**src/rtl/multicycle_controller.sv**
```systemverilog
// Main control FSM of the multi-cycle RV32I core: sequences each instruction
// through fetch/decode/execute/memory/writeback and counts retired instructions.
//
// state    | meaning
// FETCH    | IR <- mem[PC], PC <- PC+4
// DECODE   | ALUOut <- OldPC+imm, dispatch on opcode
// MEMADR   | ALUOut <- rs1+imm (load/store address)
// MEMREAD  | MDR <- mem[ALUOut]
// MEMWB    | rd <- MDR
// MEMWRITE | mem[ALUOut] <- rs2
// EXECR    | ALUOut <- rs1 op rs2
// EXECI    | ALUOut <- rs1 op imm
// ALUWB    | rd <- ALUOut
// BRANCH   | compare rs1/rs2, PC <- ALUOut if taken
// JALR     | ALUOut <- rs1+imm
// JAL      | PC <- ALUOut, ALUOut <- OldPC+4
// LUI      | rd <- imm
module multicycle_controller #(
   parameter int CNT_W = 32
) (
   input  logic             clk,
   input  logic             rst,
   input  logic [6:0]       opcode,
   input  logic [2:0]       func3,
   input  logic             zero,
   input  logic             neg,
   output logic             PCWrite,
   output logic             AdrSrc,
   output logic             MemWrite,
   output logic             IRWrite,
   output logic             RegWrite,
   output logic [1:0]       ResultSrc,
   output logic [1:0]       ALUSrcA,
   output logic [1:0]       ALUSrcB,
   output logic [2:0]       ImmSrc,
   output logic [1:0]       ALUOp,
   output logic             illegal,
   output logic [CNT_W-1:0] instr_cnt
);

   localparam logic [6:0] OP_LOAD  = 7'b0000011;
   localparam logic [6:0] OP_STORE = 7'b0100011;
   localparam logic [6:0] OP_R     = 7'b0110011;
   localparam logic [6:0] OP_I     = 7'b0010011;
   localparam logic [6:0] OP_BR    = 7'b1100011;
   localparam logic [6:0] OP_JAL   = 7'b1101111;
   localparam logic [6:0] OP_JALR  = 7'b1100111;
   localparam logic [6:0] OP_LUI   = 7'b0110111;

   typedef enum logic [3:0] {
      S_FETCH, S_DECODE, S_MEMADR, S_MEMREAD, S_MEMWB, S_MEMWRITE, S_EXECR,
      S_EXECI, S_ALUWB, S_BRANCH, S_JALR, S_JAL, S_LUI
   } state_t;

   state_t           state_q, state_d;
   logic [CNT_W-1:0] cnt_q, cnt_d;
   logic             pcw, memw, irw, regw, ill, taken;

   always_ff @(posedge clk) begin
      if (!rst) begin
         state_q <= S_FETCH;
         cnt_q   <= '0;
      end else begin
         state_q <= state_d;
         cnt_q   <= cnt_d;
      end
   end

   always_comb begin
      state_d = state_q;
      case (state_q)
         S_FETCH:    state_d = S_DECODE;
         S_DECODE: begin
            case (opcode)
               OP_LOAD, OP_STORE: state_d = S_MEMADR;
               OP_R:              state_d = S_EXECR;
               OP_I:              state_d = S_EXECI;
               OP_BR:             state_d = S_BRANCH;
               OP_JAL:            state_d = S_JAL;
               OP_JALR:           state_d = S_JALR;
               OP_LUI:            state_d = S_LUI;
               default:           state_d = S_FETCH;
            endcase
         end
         S_MEMADR:   state_d = (opcode == OP_LOAD) ? S_MEMREAD : S_MEMWRITE;
         S_MEMREAD:  state_d = S_MEMWB;
         S_EXECR,
         S_EXECI,
         S_JAL:      state_d = S_ALUWB;
         S_JALR:     state_d = S_JAL;
         default:    state_d = S_FETCH;
      endcase
      // DECODE->FETCH is only the illegal path, which does not retire
      cnt_d = cnt_q;
      if (state_d == S_FETCH && state_q != S_DECODE) cnt_d = cnt_q + CNT_W'(1);
   end

   always_comb begin
      case (func3)
         3'b000:  taken = zero;
         3'b001:  taken = !zero;
         3'b100:  taken = neg;
         3'b101:  taken = !neg;
         default: taken = 1'b0;
      endcase
   end

   always_comb begin
      pcw = 1'b0; AdrSrc = 1'b0; memw = 1'b0; irw = 1'b0; regw = 1'b0; ill = 1'b0;
      ResultSrc = 2'd0; ALUSrcA = 2'd0; ALUSrcB = 2'd0; ALUOp = 2'd0;
      case (state_q)
         S_FETCH:    begin irw = 1'b1; pcw = 1'b1; ALUSrcB = 2'd2; ResultSrc = 2'd2; end
         S_DECODE: begin
            ALUSrcA = 2'd1; ALUSrcB = 2'd1;
            case (opcode)
               OP_LOAD, OP_STORE, OP_R, OP_I, OP_BR, OP_JAL, OP_JALR, OP_LUI: ill = 1'b0;
               default: ill = 1'b1;
            endcase
         end
         S_MEMADR:   begin ALUSrcA = 2'd2; ALUSrcB = 2'd1; end
         S_MEMREAD:  AdrSrc = 1'b1;
         S_MEMWB:    begin ResultSrc = 2'd1; regw = 1'b1; end
         S_MEMWRITE: begin AdrSrc = 1'b1; memw = 1'b1; end
         S_EXECR:    begin ALUSrcA = 2'd2; ALUOp = 2'd2; end
         S_EXECI:    begin ALUSrcA = 2'd2; ALUSrcB = 2'd1; ALUOp = 2'd3; end
         S_ALUWB:    regw = 1'b1;
         S_BRANCH:   begin ALUSrcA = 2'd2; ALUOp = 2'd1; pcw = taken; end
         S_JALR:     begin ALUSrcA = 2'd2; ALUSrcB = 2'd1; end
         S_JAL:      begin pcw = 1'b1; ALUSrcA = 2'd1; ALUSrcB = 2'd2; end
         S_LUI:      begin ResultSrc = 2'd3; regw = 1'b1; end
         default:    ;
      endcase
   end

   always_comb begin
      case (opcode)
         OP_LOAD, OP_I, OP_JALR: ImmSrc = 3'd0;
         OP_STORE:               ImmSrc = 3'd1;
         OP_BR:                  ImmSrc = 3'd2;
         OP_JAL:                 ImmSrc = 3'd3;
         OP_LUI:                 ImmSrc = 3'd4;
         default:                ImmSrc = 3'd0;
      endcase
   end

   // write enables are killed while reset is held so an abandoned instruction writes nothing
   assign PCWrite   = pcw  & rst;
   assign MemWrite  = memw & rst;
   assign IRWrite   = irw  & rst;
   assign RegWrite  = regw & rst;
   assign illegal   = ill  & rst;
   assign instr_cnt = cnt_q;

endmodule

```
**config.mk**
```make
export PLATFORM = sky130hd
export DESIGN_NAME = multicycle_controller
export DESIGN_NICKNAME = d
export VERILOG_FILES = /design/src/rtl/multicycle_controller.sv
export SDC_FILE = /design/constraint.sdc
export NUM_CORES = 1
export LEC_CHECK = 0
export BUFFER_PORTS_ARGS = -buffer_cell sky130_fd_sc_hd__buf_2
export CAP_MARGIN = 20
export CORE_MARGIN = 1.5
export CORE_UTILIZATION = 45
export DETAILED_ROUTE_END_ITERATION = 16
export PLACE_DENSITY = 0.75
export SLEW_MARGIN = 20
export SYNTH_ARGS = -nofsm -noshare
export SYNTH_HDL_FRONTEND = slang
export SYNTH_SLANG_ARGS = --single-unit
```
**constraint.sdc**
```tcl
create_clock -name clk -period 2.3 [get_ports clk]
set_clock_uncertainty 0.1 [all_clocks]
set_input_delay 0.69 -clock clk [delete_from_list [all_inputs] [get_ports clk]]
set_output_delay 0.69 -clock clk [all_outputs]
set_load 0.02 [all_outputs]
```
==> run summary <==
The setup slack of the critical path after layout is -0.09868 ns. The static power due to leakage is 0.001242 µW. The total congestion overflow is 0. The netlist area before placement came out at 2033 µm².

The class of the most critical hold timing path is register to register. The routability congestion estimate from global placement is 0.8368. Summed over all instances, the cell type with the most area after synthesis is sky130_fd_sc_hd__dfxtp_1. Dividing the final minimum period by the clock period gives 1.043.

The switching share of total power came out at 0.2374. The clock insertion delay at the later pin of the skew report is 0.28 ns. The synthesis warning total came out at 0. The region available for standard cell placement spans 4354 µm². The total clock sinks is 36.

The cell depth of the worst flop-to-flop path is 5. The slowest stage of the critical path belongs to the cell sky130_fd_sc_hd__nor3_1. The maximum clock insertion buffer count came out at 2.

The sort of element at the start of the critical path is a primary input. The all-layer global routing usage is 0.2036. The via count of the first global-routing pass is 1,945.

The routed length per instance came out at 13.36 µm. The first global-routing pass estimated 8362 µm of wire. The largest net degree at the start of global routing is 35. The pre-CTS worst setup slack came out at -0.08157 ns. The total half-perimeter wirelength after legalization and detailed placement is 3559 µm. The final number of hold-violating endpoints came out at 0.

The critical path ends at ImmSrc[0]. The cell count after synthesis came out at 257. The detail route stage leaves a number of antenna-violating nets equal to 0. Counting every net in the synthesized netlist gives 272. The met2 track utilization from global routing came out at 0.3651. The slew at the pin with the worst max-slew slack came out at 0.4408 ns. The placed cell area is 2516 µm². Including well taps, the total number of placed cells is 379.

The number of top-level design ports is 63. Counting flops and latches in the post-synthesis netlist gives 36. The filler-free cell count of the finished design is 391. The count of routing violations after the opening detailed-route iteration is 68. Clock tree synthesis selected as its root buffer the cell sky130_fd_sc_hd__clkbuf_8. After synthesis, the cell types taking the most area are sky130_fd_sc_hd__dfxtp_1 (35%), sky130_fd_sc_hd__xor2_1 (9.5%), sky130_fd_sc_hd__nor2_1 (6.8%). The multi-input gate area in the final layout came out at 1359 µm².

The share of post-route cells with drive strength above 1 is 0.3746. The sequential fraction of design power came out at 0.510. The initial utilization of the core area, before any placement, comes to 0.4670. The required arrival time at the worst endpoint came out at 1.51 ns. The total buffers and inverters traversed by the critical path is 3. For this run, the detailed router's first-pass iteration total came to 4. TritonCTS built the clock tree. The run finished, with violations left. The number of buffers added to fix hold violations after cts came out at 0. The timing startpoint of the critical path is opcode[3]. The power per standard cell area is 438.8 nW/µm². The worst voltage drop across the vdd grid is 0.0002201 V. The met1 track demand over resource is 0.2523. For flop-to-flop paths, the worst setup slack is 0.32 ns. Using the TritonRoute via totals, the vias-per-cell ratio works out to 5.453. The final non-filler cell area is 2804 µm². The number of maximum-capacitance constraint violations came out at 0. Among all cell types in the netlist, the one instantiated most often is sky130_fd_sc_hd__nor2_1.

Measured along the y axis, the die boundary spans 70.22 µm. The sequential share of the synthesized area came out at 0.3545. The mean instance size in the synthesized netlist came out at 7.911 µm².

The proportion of netlist area held by the largest area contributor came out at 0.3545. The largest fanout on the critical path came out at 4. Setup repair after global routing could not meet its margin everywhere. The signal on the critical path passes through buf_6, buf_6, and2_4, a21oi_2, nor3_1, buf_2. For this run, the leading register cell type out of synthesis is sky130_fd_sc_hd__dfxtp_1. The total number of H-tree levels came out at 2. Data arrives at the worst endpoint at 1.61 ns. The top achievable clock speed is 416.9 MHz. In the routed design, unresolved DRC markers number 0. The clock power share came out at 0.368. The count of different cell masters after synthesis is 40.

The post-detailed-routing wire length is 5222 µm. Of all flip-flops after synthesis, the portion carrying an async set or reset was 0. Among the stages of the critical path, the cell type that occurs most often is sky130_fd_sc_hd__buf_6. The register clock-pin slew on the reported worst setup and hold paths is 0.07 ns.

The area of the die is 4930 µm². The worst setup path is captured at a primary output. Counting flops with a built-in enable in the synthesized netlist gives 0. The final number of setup-violating endpoints is 2. The fraction of met3 tracks used by global routing is 0.03030.

The final number of max-transition violations came out at 0. The endpoint of the lowest-slack register-to-register path is instr_cnt[22]. The layer with the highest usage after global routing is met2.

The number of inserted filler cells in the final layout came out at 384. 0 antenna diodes ended up in the layout. The number of buffers created by CTS is 5. The count of input and output buffers is 62. The kind of cell with the highest combined delay on the critical path is simple AND/OR/NAND/NOR gates. The placement row count came out at 24.

In the synthesized netlist, the cells that appear most often are sky130_fd_sc_hd__nor2_1 (37), sky130_fd_sc_hd__dfxtp_1 (36), sky130_fd_sc_hd__xor2_1 (22). Counting I/O delays and the setup requirement, the final critical path takes 2.399 ns. The area taken by flip-flops and latches came out at 730.7 µm². The startpoint of the worst-slack reg-to-reg timing path is instr_cnt[4].

In this run the power spent charging and discharging nets is 292.2 µW. The count of vias placed by the detailed router came out at 2,132. The setup path with the least slack is of type primary input to primary output.

The number of antenna violations at the first check in global routing is 0. The final reports fail on setup timing. The width of the chip is 70.22 µm. The critical path runs through a total of 6 cells. The internal cell power came out at 938.3 µW.

The final layout contains 353 nets. The combinational group share of total power came out at 0.122. Headroom to the max-slew limit came out at 0.7030. The peak per-stage delay on the critical path is 0.28 ns. From synthesis to final layout, the design area changed by 37.91%.
worst register-to-register path, cell delays in order (launching register included):
cell                      delay (ns)
sky130_fd_sc_hd__dfxtp_1        0.46
sky130_fd_sc_hd__nand4_4        0.19
sky130_fd_sc_hd__nor4_4         0.49
sky130_fd_sc_hd__nand3_1        0.20
sky130_fd_sc_hd__or3_1          0.33
sky130_fd_sc_hd__a21oi_1        0.14
what timing repair did:
action                     CTS  global route
buffers inserted             0             5
setup endpoints to repair    6            11
resized for setup           10            41
gates cloned                 0             0
pin swaps                    1            10
state kept, by name (all words and copies together) (netlist names):
register / count
instr_cnt: 32
state_q: 4
cell type report:
cell class	count	share of cell area
inverter	4	0.005355
sequential	36	0.2606
multi-input combinational	205	0.4846
timing repair buffer	86	0.1941
tap	52	0.02320
clock buffer	8	0.03213
cell families (layout without fill, tap and decap cells):
family / Yosys count / count (layout) / share of synthesized area
AND/OR/NAND/NOR: 141 / 141 / 0.3815
flip-flops: 36 / 36 / 0.3545
AO/OA/AOI/OAI: 34 / 34 / 0.09908
XOR/XNOR: 25 / 25 / 0.1077
buffers and inverters: 16 / 98 / 0.03077
multiplexers: 4 / 4 / 0.02031
adder cells (fa/ha/maj): 1 / 1 / 0.006153
per-stage QoR:
step | hold WS, ns | utilization | power [µW] | setup TNS (ns)
2_1_floorplan | 0.4576 | - | 702.7 | 0
3_3_place_gp | 0.3621 | 0.5779 | 755.0 | -0.1256
3_5_place_dp | 0.3794 | 0.5779 | 756.4 | -0.2067
4_1_cts | 0.3905 | 0.6057 | 1212 | -0.09216
5_1_grt | 0.4384 | 0.6440 | 1275 | -0.2476
6_report | 0.3911 | 0.6440 | 1230 | -0.1795
layer usage:
metal / wire (µm) / vias to the layer above
met5: 0 / -
met4: 108 / 0
met3: 169 / 12
met2: 2722 / 48
met1: 2221 / 1004
li1: - / 1068
layout by cell type (no fill, tap or decap), types with 9 or more instances in the layout:
cell	n
sky130_fd_sc_hd__buf_2	51
sky130_fd_sc_hd__nor2_1	37
sky130_fd_sc_hd__dfxtp_1	32
sky130_fd_sc_hd__buf_4	28
sky130_fd_sc_hd__xor2_1	22
sky130_fd_sc_hd__nand2_1	16
sky130_fd_sc_hd__nand4_1	16
sky130_fd_sc_hd__nand3_1	14
sky130_fd_sc_hd__o21ai_0	11
sky130_fd_sc_hd__a21oi_1	9
worst min-delay path by stage:
stage | slack, ns | endpoint | startpoint | depth (start not counted)
finish | 0.39 | instr_cnt[31] | instr_cnt[31] | 2
global route | 0.44 | instr_cnt[29] | instr_cnt[29] | 2
CTS | 0.39 | instr_cnt[31] | instr_cnt[31] | 2
detailed placement | 0.38 | instr_cnt[31] | instr_cnt[31] | 2
global placement | 0.36 | instr_cnt[31] | instr_cnt[31] | 2
floorplan | 0.46 | instr_cnt[31] | instr_cnt[31] | 2
power by group through the flow:
stage	sequential (µW)	combinational (µW)	clock (µW)
floorplan	641	61.3	0
global placement	643	112	0
detailed placement	643	114	0
CTS	628	119	465
global route	628	161	487
finish	628	150	453
Power figures use the tool's default switching activity.
